$ cat src/rtl/wb_pkg.sv
// ---------------------------------------------------------------------------
// wb_pkg
// Shared definitions for the WISC write-back stage:
//   - write-data source select codes (WB_SRC_*)
//   - halt drain state encoding (wb_state_e)
// ---------------------------------------------------------------------------
package wb_pkg;

    // Write-data source select codes driven on in_sel.
    localparam int unsigned WB_SRC_MEM  = 0;
    localparam int unsigned WB_SRC_ALU  = 1;
    localparam int unsigned WB_SRC_PC   = 2;
    localparam int unsigned WB_SRC_COND = 3;

    // Halt drain state machine.
    typedef enum logic [1:0] {
        RUN    = 2'd0,
        DRAIN  = 2'd1,
        HALTED = 2'd2
    } wb_state_e;

endpackage : wb_pkg

$ cat src/rtl/wb_src_mux.sv
// ---------------------------------------------------------------------------
// wb_src_mux
// Combinational NUM_SRC-way write-data source select.
// Ports:
//   sel_i       in   SEL_W   source select (WB_SRC_* codes)
//   mem_i       in   DATA_W  memory read data
//   alu_i       in   DATA_W  ALU result
//   pc_inc_i    in   DATA_W  PC+2
//   cond_i      in   1       condition bit (zero-extended)
//   data_o      out  DATA_W  selected data, 0 when the select is illegal
//   illegal_o   out  1       select code not below NUM_SRC
// ---------------------------------------------------------------------------
module wb_src_mux
    import wb_pkg::*;
#(
    parameter int          DATA_W  = 16,
    parameter int unsigned NUM_SRC = 4,
    parameter int          SEL_W   = 2
) (
    input  logic [SEL_W-1:0]  sel_i,
    input  logic [DATA_W-1:0] mem_i,
    input  logic [DATA_W-1:0] alu_i,
    input  logic [DATA_W-1:0] pc_inc_i,
    input  logic              cond_i,
    output logic [DATA_W-1:0] data_o,
    output logic              illegal_o
);

    logic [31:0] sel_ext;

    assign sel_ext = 32'(sel_i);

    // NOTE: every output of a combinational block gets a default first, so no
    // path through the case/if leaves it unassigned and a latch is never inferred.
    always_comb begin
        data_o    = '0;
        illegal_o = 1'b0;
        if (sel_ext >= NUM_SRC) begin
            illegal_o = 1'b1;
        end else begin
            case (sel_ext)
                WB_SRC_MEM:  data_o = mem_i;
                WB_SRC_ALU:  data_o = alu_i;
                WB_SRC_PC:   data_o = pc_inc_i;
                WB_SRC_COND: data_o = {{(DATA_W-1){1'b0}}, cond_i};
                default:     data_o = '0;
            endcase
        end
    end

endmodule : wb_src_mux

$ cat src/rtl/wb_pipe_stage.sv
// ---------------------------------------------------------------------------
// wb_pipe_stage
// WISC write-back stage: MEM/WB pipeline register with valid/stall handshake,
// write-data source select, forwarding tap, halt drain FSM and a wrapping
// retired-instruction counter.
// Ports:
//   clk, rst_n                    clock, async active-low reset
//   in_valid / in_ready           memory-stage handshake
//   in_sel, in_mem_data,
//   in_alu_data, in_pc_inc,
//   in_cond                       write-data sources and select
//   in_wr, in_we, in_halt         destination, write enable, HALT marker
//   flush                         kill the instruction offered this cycle
//   stall                         register-file port busy, hold register
//   we_out, wr_out, wd_out        register-file write port
//   fwd_valid, fwd_wr, fwd_data   bypass tap (pending write)
//   halted                        HALT has retired (sticky until reset)
//   retire_count                  retired instructions, wrapping
//   err                           sticky error
// ---------------------------------------------------------------------------
module wb_pipe_stage
    import wb_pkg::*;
#(
    parameter int          DATA_W  = 16,
    parameter int          REG_W   = 3,
    parameter int unsigned NUM_SRC = 4,
    parameter int          SEL_W   = 2,
    parameter int          CNT_W   = 16
) (
    input  logic              clk,
    input  logic              rst_n,
    input  logic              in_valid,
    output logic              in_ready,
    input  logic [SEL_W-1:0]  in_sel,
    input  logic [DATA_W-1:0] in_mem_data,
    input  logic [DATA_W-1:0] in_alu_data,
    input  logic [DATA_W-1:0] in_pc_inc,
    input  logic              in_cond,
    input  logic [REG_W-1:0]  in_wr,
    input  logic              in_we,
    input  logic              in_halt,
    input  logic              flush,
    input  logic              stall,
    output logic              we_out,
    output logic [REG_W-1:0]  wr_out,
    output logic [DATA_W-1:0] wd_out,
    output logic              fwd_valid,
    output logic [REG_W-1:0]  fwd_wr,
    output logic [DATA_W-1:0] fwd_data,
    output logic              halted,
    output logic [CNT_W-1:0]  retire_count,
    output logic              err
);

    wb_state_e         state_q, state_d;
    logic              occ_q,   occ_d;
    logic              we_q,    we_d;
    logic              halt_q,  halt_d;
    logic              err_q,   err_d;
    logic [REG_W-1:0]  wr_q,    wr_d;
    logic [DATA_W-1:0] data_q,  data_d;
    logic [CNT_W-1:0]  count_q, count_d;

    logic [DATA_W-1:0] src_data;
    logic              src_illegal;
    logic              accept;
    logic              retire;

    wb_src_mux #(
        .DATA_W  (DATA_W),
        .NUM_SRC (NUM_SRC),
        .SEL_W   (SEL_W)
    ) u_src_mux (
        .sel_i     (in_sel),
        .mem_i     (in_mem_data),
        .alu_i     (in_alu_data),
        .pc_inc_i  (in_pc_inc),
        .cond_i    (in_cond),
        .data_o    (src_data),
        .illegal_o (src_illegal)
    );

    // A full register can take a new instruction in the same cycle it retires,
    // so only a full-and-stalled register blocks the memory stage.
    assign in_ready = (state_q == RUN) && (!occ_q || !stall);
    assign accept   = in_valid && in_ready && !flush;
    assign retire   = occ_q && !stall;

    // Stage register, counter and sticky error.
    always_comb begin
        occ_d   = occ_q;
        we_d    = we_q;
        halt_d  = halt_q;
        wr_d    = wr_q;
        data_d  = data_q;
        count_d = count_q;
        err_d   = err_q;

        if (accept) begin
            occ_d  = 1'b1;
            // HALT never writes the register file, whatever in_we says.
            we_d   = in_we && !in_halt;
            halt_d = in_halt;
            wr_d   = in_wr;
            data_d = src_data;
        end else if (retire) begin
            occ_d = 1'b0;
        end

        if (retire) begin
            count_d = count_q + CNT_W'(1);
        end

        if ((accept && src_illegal) || (in_valid && state_q != RUN)) begin
            err_d = 1'b1;
        end
    end

    // Halt drain FSM next state. In DRAIN the only occupant can be the HALT,
    // since in_ready is low there; halt_q is still checked for clarity.
    always_comb begin
        state_d = state_q;
        case (state_q)
            RUN:     if (accept && in_halt) state_d = DRAIN;
            DRAIN:   if (retire && halt_q)  state_d = HALTED;
            HALTED:  state_d = HALTED;
            default: state_d = RUN;
        endcase
    end

    // NOTE: sequential state uses non-blocking assignments so every flop
    // samples the pre-edge values regardless of statement order.
    always_ff @(posedge clk or negedge rst_n) begin
        if (!rst_n) begin
            state_q <= RUN;
            occ_q   <= 1'b0;
            we_q    <= 1'b0;
            halt_q  <= 1'b0;
            wr_q    <= '0;
            data_q  <= '0;
            count_q <= '0;
            err_q   <= 1'b0;
        end else begin
            state_q <= state_d;
            occ_q   <= occ_d;
            we_q    <= we_d;
            halt_q  <= halt_d;
            wr_q    <= wr_d;
            data_q  <= data_d;
            count_q <= count_d;
            err_q   <= err_d;
        end
    end

    assign we_out       = occ_q && we_q && !stall;
    assign wr_out       = wr_q;
    assign wd_out       = data_q;
    assign fwd_valid    = occ_q && we_q;
    assign fwd_wr       = wr_q;
    assign fwd_data     = data_q;
    assign halted       = (state_q == HALTED);
    assign retire_count = count_q;
    assign err          = err_q;

endmodule : wb_pipe_stage
$ cat config.mk
export PLATFORM = sky130hd
export DESIGN_NAME = wb_pipe_stage
export DESIGN_NICKNAME = d
export VERILOG_FILES = /design/src/rtl/wb_pkg.sv /design/src/rtl/wb_src_mux.sv /design/src/rtl/wb_pipe_stage.sv
export SDC_FILE = /design/constraint.sdc
export NUM_CORES = 1
export LEC_CHECK = 0
export BUFFER_PORTS_ARGS = -buffer_cell sky130_fd_sc_hd__buf_2
export CORE_ASPECT_RATIO = 0.5
export CORE_MARGIN = 5
export CORE_UTILIZATION = 40
export CTS_CLUSTER_DIAMETER = 100
export CTS_CLUSTER_SIZE = 20
export DETAILED_ROUTE_END_ITERATION = 10
export PLACE_DENSITY = 0.73
export SKIP_CTS_REPAIR_TIMING = 1
export SLEW_MARGIN = 20
export SYNTH_ARGS = -nofsm -noshare
export SYNTH_HDL_FRONTEND = slang
export SYNTH_SLANG_ARGS = --single-unit
$ cat constraint.sdc
create_clock -name clk -period 1.9 [get_ports clk]
set_clock_uncertainty 0.15 [all_clocks]
set_input_delay 0.095 -clock clk [delete_from_list [all_inputs] [get_ports clk]]
set_output_delay 0.095 -clock clk [all_outputs]
set_load 0.03 [all_outputs]
==> Yosys cells after proc, flatten, opt, wreduce, memory -nomap -nowiden <==
Index checks and enable logic that the tools add are counted.
{ "classes": {"n_addsub": 1, "order_cmp": 1, "eq_ne": 7, "n_mux": 8, "reduce_logical": 22} }
{ "op_table": {"columns": ["operator", "count"], "rows": [
  ["$pmux W16 S4", 1],
  ["$logic_not A32 Y1", 1],
  ["$add A16 B1 Y16 const B", 1],
  ["$mux W16", 1],
  ["$logic_and A1 B1 Y1", 11],
  ["$eq A2 B2 Y1 const B", 3],
  ["$pmux W2 S3", 1],
  ["$eq A2 B1 Y1 const B", 2],
  ["$logic_not A1 Y1", 4],
  ["$mux W2", 2],
  ["$reduce_bool A2 Y1", 2],
  ["$ge A2 B3 Y1 const B", 1],
  ["$mux W1", 3],
  ["$logic_not A2 Y1", 1],
  ["$logic_or A1 B1 Y1", 2],
  ["$ne A2 B1 Y1 const B", 1],
  ["$ne A2 B2 Y1 const B", 1],
  ["$reduce_and A2 Y1", 1]
]} }
{ "totals": {"reg_bits": 41, "in_bits": 61, "out_inout_bits": 59, "wordCells": 47} }

==> Logic depth before layout (Yosys ltp) <==
Gate-level depths: netlist of the first run.
{ "depth": {"word_depth": 8, "depth_mapped": 7, "depth_no_buf": 5} }

==> Cells and area by module <==
Synthesis of the first run repeated with hierarchy kept, for this count alone.
{ "hier_totals": {"cells_unflattened": 190, "hier_area_um2": 2434.8} }
{ "modules_own_cells": {"columns": ["mod", "n_inst", "cells_each", "area_per_inst_um2", "seq_area_each_um2"], "rows": [
  ["wb_pipe_stage", 1, 150, 1969.4, 1026.0],
  ["wb_src_mux", 1, 40, 465.4, 0.0]
]} }

==> Worst setup path after synthesis of the first run <==
OpenSTA, ideal clock, no wires.
{ "synth_path": {"path_kind": "register to register", "start": "reg count_q[5] (netlist: retire_count[5])", "end": "reg count_q[13] (netlist: retire_count[13])", "t_arrival_ps": 1423, "required_ps": 1617, "path_slack_ps": 194, "path_stages_with_launch": 5, "path_buffers": 0, "period_less_slack_ps": 1706, "path_cell_list": "dfrtp_1 -> nand3_1 -> nor4_4 -> nand3_1 -> xnor2_1"} }
{ "synth_via": {"elab_chain_cells": 1} }
{ "synth_rtl": {"columns": ["element", "line_no", "source"], "rows": [
  ["start: declaration", "wb_pipe_stage.sv:62", "logic [CNT_W-1:0] count_q, count_d;"],
  ["start signal: assignment", "wb_pipe_stage.sv:150", "count_q <= count_d;"],
  ["$add A16 B1 Y16", "wb_pipe_stage.sv:111", "count_d = count_q + CNT_W'(1);"]
]} }
No other way between the ends.
A chain may end at the register's enable or synchronous reset.

==> Final worst setup path of the first run <==
{ "layout_path": {"start": "reg state_q[0]", "end": "reg halt_q"} }
{ "layout_via": {"elab_chain_cells": 4} }
{ "layout_rtl": {"columns": ["element", "line_no", "source"], "rows": [
  ["start: declaration", "wb_pipe_stage.sv:55", "wb_state_e state_q, state_d;"],
  ["start signal: assignment", "wb_pipe_stage.sv:144", "state_q <= state_d;"],
  ["$logic_not A2 Y1", "wb_pipe_stage.sv:85", "assign in_ready = (state_q == RUN) && (!occ_q || !stall);"],
  ["$logic_and A1 B1 Y1", "wb_pipe_stage.sv:85", null],
  ["$logic_and A1 B1 Y1 (2 in series)", "wb_pipe_stage.sv:86", "assign accept = in_valid && in_ready && !flush;"],
  ["end signal: assignment", "wb_pipe_stage.sv:147", "halt_q <= halt_d;"],
  ["end: declaration", "wb_pipe_stage.sv:58", "logic halt_q, halt_d;"]
]} }
No other way between the ends.

==> impl_metrics.tcl, run 1 <==
set metrics [dict create \
    start_util 0.4064 \
    core_region_area_sq_um 5396 \
    die_y_um 62.36 \
    antenna_found_initial 0 \
    wire_per_inst_um 13.57 \
    whs_ns -0.03886 \
    clk_pin_slew_worst_paths_ns 0.07 \
    postPlaceCellArea_sq_um 2731 \
    violations "negative hold slack" \
    path_max_fanout 28 \
    vdd_drop_max_uv 608.1 \
    antenna_cells 0 \
    antenna_left 0 \
    syn2layout_area_growth_pct 36.22 \
    worst_path_max_delay_cell "dfrtp_1" \
    vias 1948 \
    worstPathRequired_ns 1.92 \
    ctsRootBufferMaster "clkbuf_8" \
    timing.critical_path.arrival_ns 1.72 \
    via_per_inst 4.694 \
    syn-cell-area_sq_um 2193 \
    grtUsageTotal 0.1507 \
    grt_overflow 0 \
    grt_max_degree 29 \
    rr_worst_depth 5 \
    syn_nets 286 \
    p_per_area_nw_per_um2 1393 \
    place_congestion 0.7512 \
    drt_iter0_drc 86 \
    cts_buffers 5 \
    crit_buf_inv 2 \
    hold_class "input pin to register" \
    endpoint "halt_q" \
    maxSlewViolCount 0 \
    r2r-start "state_q[0]" \
    cts_tree "yes" \
    cp.depth 5 \
    pin_count 120 \
    yosys_warnings 0 \
    max_freq_mhz 584.9 \
    final_nets 407 \
    seq_area_frac_synth 0.4678 \
    period_needed_ns 1.710 \
    ys_ff_latch 41 \
    clk_latency_ns 0.28 \
    cts_buffer_depth 2 \
    period_share 0.8998 \
    p_leak_uw 0.001624 \
    die_w_um 114.7 \
    worstSetupStartpoint "state_q[0]" \
    hold_viol 5 \
    die_area_sq_um 7154 \
    r2r_setup_slack_ns 0.19 \
    syn_inst 221 \
    rsz0062_at_grt "no" \
    drv_cap 0 \
    grt_pass1_vias 1960 \
    io_buffer_count 119 \
    drive_above_1_share 0.4211 \
    num-fill-cells 494 \
    end_kind "register" \
    h-tree-depth 2 \
    cpLargestDelayFamily "flip-flops" \
    hpwl_mm 4.410 \
    synth_top_area_cell "dfrtp_1" \
    clock-sinks 41 \
    ys_top_cells_by_area "dfrtp_1 (47%), buf_4 (7.9%), mux2i_1 (6.8%)" \
    fin_area_sq_um 2988 \
    reg2reg_to "halt_q" \
    mostFrequentLayoutCell "buf_2" \
    synth.avg_cell_area_sq_um 9.925 \
    tightest_slew_ns 0.9591 \
    crit_type "register to register" \
    maxSlewHeadroom 0.3593 \
    tns_ns 0 \
    worstSetupStartpointType "register" \
    outcome "finished, violations left" \
    drc 0 \
    netlist-cell-type-count 33 \
    fp-row-count 19 \
    setup-violations-final 0 \
    path_cells "inv_1, ha_1, nand3_1, buf_4, mux2_2" \
    synth_top_area_frac 0.4678 \
    firstDrtPassIters 4 \
    slowest_delay_ns 0.38 \
    final_cell_mix "buf_2 (119), dfrtp_1 (41), nand2_1 (23), nor2_1 (20)" \
    drt_wl_total_mm 5.633 \
    grt_pass1_wl_mm 8.907 \
]
-- Yosys cell counts --
library cell / n
nor2_2: 1
xnor2_1: 9
nand2b_2: 1
nand3_1: 9
nor3_2: 1
clkbuf_1: 3
and3_1: 1
nor2b_1: 3
nor4_1: 1
ha_1: 4
inv_1: 5
mux4_2: 1
nand2b_1: 1
or2_2: 1
nand2_1: 23
and2_1: 2
o22a_1: 1
a21boi_1: 1
a21oi_1: 17
dfrtp_1: 41
o21ai_0: 16
buf_4: 23
mux2i_1: 15
nand4_1: 2
nor3b_1: 1
xor2_1: 6
a21o_1: 1
mux2_2: 6
nor2_1: 20
and3_2: 1
buf_2: 2
nor4_4: 1
nand3b_1: 1
-- worst reg2reg max path, cell delays in order (launching register included) --
cell     delay [ns]
dfrtp_1        0.38
inv_1          0.08
ha_1           0.24
nand3_1        0.12
buf_4          0.27
mux2_2         0.37
-- stage by stage --
| stage | utilization | power, uW | std cells | worst slack (ns) |
|---|---|---|---|---|
| after floorplan | - | 3171 | 221 | 0.1941 |
| after global placement | 0.5061 | 3558 | 391 | 0.3037 |
| after detailed placement | 0.5061 | 3612 | 391 | 0.2055 |
| after CTS | 0.5221 | 4172 | 398 | 0.1905 |
| after global routing | 0.5537 | 4411 | 415 | 0.07288 |
| final | 0.5537 | 4161 | 415 | 0.1904 |
-- how the worst min path moves through the flow --
stage	startpoint	end	slack, ns	cells past startpoint
after detailed placement	rst_n	retire_count[8]	-0.05	1
after global routing	in_pc_inc[3]	fwd_data[3]	0.0005	3
after CTS	rst_n	retire_count[8]	-0.37	1
after global placement	rst_n	retire_count[8]	-0.07	1
after floorplan	rst_n	err	-0.35	0
final	in_pc_inc[10]	fwd_data[10]	-0.04	3
-- final cells by class --
| type | instances | area, sq um | area share |
|---|---|---|---|
| clock buffers | 7 | 86.33 | 0.02889 |
| flip-flops and latches | 41 | 1026 | 0.3434 |
| well taps | 73 | 91.34 | 0.03057 |
| inverters | 5 | 18.77 | 0.006281 |
| multi-input cells | 147 | 954.7 | 0.3195 |
| repair buffers | 142 | 810.8 | 0.2714 |
-- routing by layer --
metal / vias to the layer above / GRT usage / share of wire
met3: 8 / 0.03298 / 0.046
met4: 0 / 0.03953 / 0.016
met2: 57 / 0.2855 / 0.54
met1: 921 / 0.1699 / 0.40
li1: 962 / - / -
met5: - / 0 / 0
-- registers in the layout, summed over array words and instances, names as in the netlist --
name and count:
err 1, fwd_data 16, fwd_wr 3, halt_q 1
occ_q 1, retire_count 16, state_q 2, we_q 1
-- cells by family (layout without fill, tap and decap cells) --
group	after synthesis	in the layout	synth area share
and+or+nand+nor	70	70	0.1569
buffers and inverters	33	154	0.09698
DFF	41	41	0.4678
muxes	22	22	0.1095
AOI/OAI and AO/OA	36	36	0.08614
xor gates and xnor gates	15	15	0.05990
adders and majority gates	4	4	0.02282
-- power breakdown --
group	internal (uW)	switching, uW
Clock	288	273
Sequential	1170	257
Combinational	653	1520
Total	2110	2050
(Power assumes the default switching activity.)
==> inputs of run 2 (changes only) <==
--- a/config.mk
+++ b/config.mk
@@ -8,11 +8,10 @@
 export BUFFER_PORTS_ARGS = -buffer_cell sky130_fd_sc_hd__buf_2
 export CORE_ASPECT_RATIO = 0.5
 export CORE_MARGIN = 5
-export CORE_UTILIZATION = 40
+export CORE_UTILIZATION = 31
 export CTS_CLUSTER_DIAMETER = 100
 export CTS_CLUSTER_SIZE = 20
 export DETAILED_ROUTE_END_ITERATION = 10
-export PLACE_DENSITY = 0.73
 export SKIP_CTS_REPAIR_TIMING = 1
 export SLEW_MARGIN = 20
 export SYNTH_ARGS = -nofsm -noshare
==> constraint.sdc (replaced) <==
create_clock -name clk -period 1.4 [get_ports clk]
set_clock_uncertainty 0.15 [all_clocks]
set_input_delay 0.07 -clock clk [delete_from_list [all_inputs] [get_ports clk]]
set_output_delay 0.07 -clock clk [all_outputs]
set_load 0.03 [all_outputs]
==> run 2 against run 1 <==
Net effect: wire length grew 11%; clock power increased by 140%; critical path depth decreased by 1; highest routed layer unchanged; the run ends with negative setup slack left; critical endpoint is now state_q[1]; critical path type unchanged; hold slack improved by 0.043 ns; global-route usage shrank 2.1 points; final area rose by 18%.
==> impl_metrics.tcl, run 2 (synthesis results as in run 1) <==
set metrics [dict create \
    mostFrequentLayoutCell "buf_2" \
    worstSetupStartpointType "register" \
    use_met2 0.2403 \
    p_per_area_nw_per_um2 1918 \
    vdd_drop_max_uv 862.0 \
    grt_max_degree 21 \
    r2r_setup_slack_ns -0.12 \
    drt_iter0_drc 57 \
    antenna_cells 0 \
    final_nets 439 \
    pin_count 120 \
    grt_overflow 0 \
    num-fill-cells 617 \
    hpwl_mm 4.611 \
    setup-violations-final 34 \
    fp-row-count 21 \
    die_area_sq_um 8960 \
    drt_wl_total_mm 6.259 \
    io_buffer_count 119 \
    maxSlewViolCount 0 \
    grt_pass1_wl_mm 9.542 \
    min_to "occ_q" \
    final_cell_mix "buf_2 (116), dfrtp_1 (32), buf_4 (27), dlygate4sd3_1 (23), nand2_1 (22)" \
    grtUsageTotal 0.1296 \
    wire_per_inst_um 13.40 \
    drive_above_1_share 0.5200 \
    dp_slack_ns -0.1135 \
    grt.busiest_layer "met2" \
    crit_type "register to register" \
    comb_power_share 0.520 \
    seqCellArea_sq_um 1037 \
    firstDrtPassIters 4 \
    clk_pin_slew_worst_paths_ns 0.06 \
    multiInputGateArea_sq_um 1071 \
    timing.critical_path.arrival_ns 1.54 \
    crit_buf_inv 0 \
    violations "negative setup slack" \
    end_kind "register" \
    maxSlewHeadroom 0.6944 \
    clk_latency_ns 0.28 \
    period_share 1.089 \
    period_needed_ns 1.525 \
    antenna_left 0 \
    cts_tree "yes" \
    path_max_fanout 3 \
    gr-usage-met1 0.1467 \
    hold_class "input pin to register" \
    rr_worst_depth 4 \
    rsz0062_at_grt "yes" \
    start_util 0.3236 \
    syn2layout_area_growth_pct 61.04 \
    tns_ns -2.167 \
    hold_viol 0 \
    via_per_inst 4.437 \
    cpLargestDelayFamily "flip-flops" \
    seq_power_share 0.283 \
    worst_path_max_delay_cell "dfrtp_1" \
    outcome "finished, violations left" \
    max_freq_mhz 655.9 \
    clkPwrFrac 0.197 \
    drc 0 \
    tightest_slew_ns 0.4583 \
    core_region_area_sq_um 6779 \
    drv_cap 0 \
    p_int_uw 3757 \
    ctsRootBufferMaster "clkbuf_16" \
    swShare 0.4454 \
    path_cells "ha_1, a21boi_1, a21oi_1, mux2_2" \
    hold_path.startpoint "stall" \
    cts_buffer_depth 2 \
    die_y_um 69.48 \
    grt_use_met3 0.03231 \
    place_congestion 0.7294 \
    worstPathRequired_ns 1.41 \
    worstHoldPathCells 3 \
    vias 2072 \
    h-tree-depth 2 \
    slowest_delay_ns 0.40 \
    reg2reg_to "state_q[1]" \
    setup_ws_ns -0.1246 \
    p_leak_uw 0.001839 \
    clock-sinks 41 \
    die_w_um 129.0 \
    antenna_found_initial 0 \
    grt_pass1_vias 2071 \
    r2r-start "state_q[0]" \
    netSwitchingPower_uw 3017 \
    cts_buffers 5 \
]
==> run 2: cell count changes in the layout (fill, tap and decap cells not counted), sizes merged <==
cell	change
buf	+24
dlygate4sd3	+6
bufinv	+1
clkbuf	+1
nand3	+1
==> run 2: how the worst max path moves through the flow <==
stage,start,to,depth (start not counted)
3_5_place_dp,state_q[0],fwd_data[7],5
4_1_cts,state_q[0],in_ready,6
5_1_grt,state_q[0],state_q[1],4
6_report,state_q[0],state_q[1],4
2_1_floorplan,retire_count[0],retire_count[6],5
3_3_place_gp,retire_count[0],retire_count[6],5
==> run 2: power by group through the flow <==
stage	Combinational, uW	Sequential [uW]	Clock (uW)
after floorplan	1770	2600	0
after global placement	3170	1920	0
after detailed placement	3220	1940	0
after CTS	3210	1930	1370
after global routing	3770	2000	1420
final	3520	1920	1330
==> run 2: area by class of cell <==
cell class	instances	area share
Timing Repair Buffer	173	0.3156
Multi-Input combinational cell	148	0.3032
Sequential cell	41	0.2937
Clock buffer	7	0.04038
Tap cell	92	0.03259
Clock inverter	1	0.008502
Inverter	5	0.006022
==> run 2: routing by layer <==
metal | vias to the layer above | share of wire | routed length, um
li1 | 1032 | - | -
met1 | 984 | 0.40 | 2482
met2 | 49 | 0.55 | 3414
met3 | 7 | 0.046 | 290
met4 | 0 | 0.012 | 72
met5 | - | 0 | 0
==> run 2: through the flow <==
stage	hold WS (ns)	total power, uW	std cells	area, sq um	utilization
2_1_floorplan	-0.3756	4369	221	2235	-
3_3_place_gp	-0.1058	5086	429	2945	0.4345
3_5_place_dp	-0.09718	5159	429	2945	0.4345
4_1_cts	-0.3975	6507	437	3118	0.4599
5_1_grt	0.01952	7185	467	3532	0.5210
6_report	0.003886	6774	467	3532	0.5210
==> run 2: worst min-delay path, stage by stage <==
cell,delay [ns]
buf_2,0.14
nand2_2,0.12
nand2_1,0.07
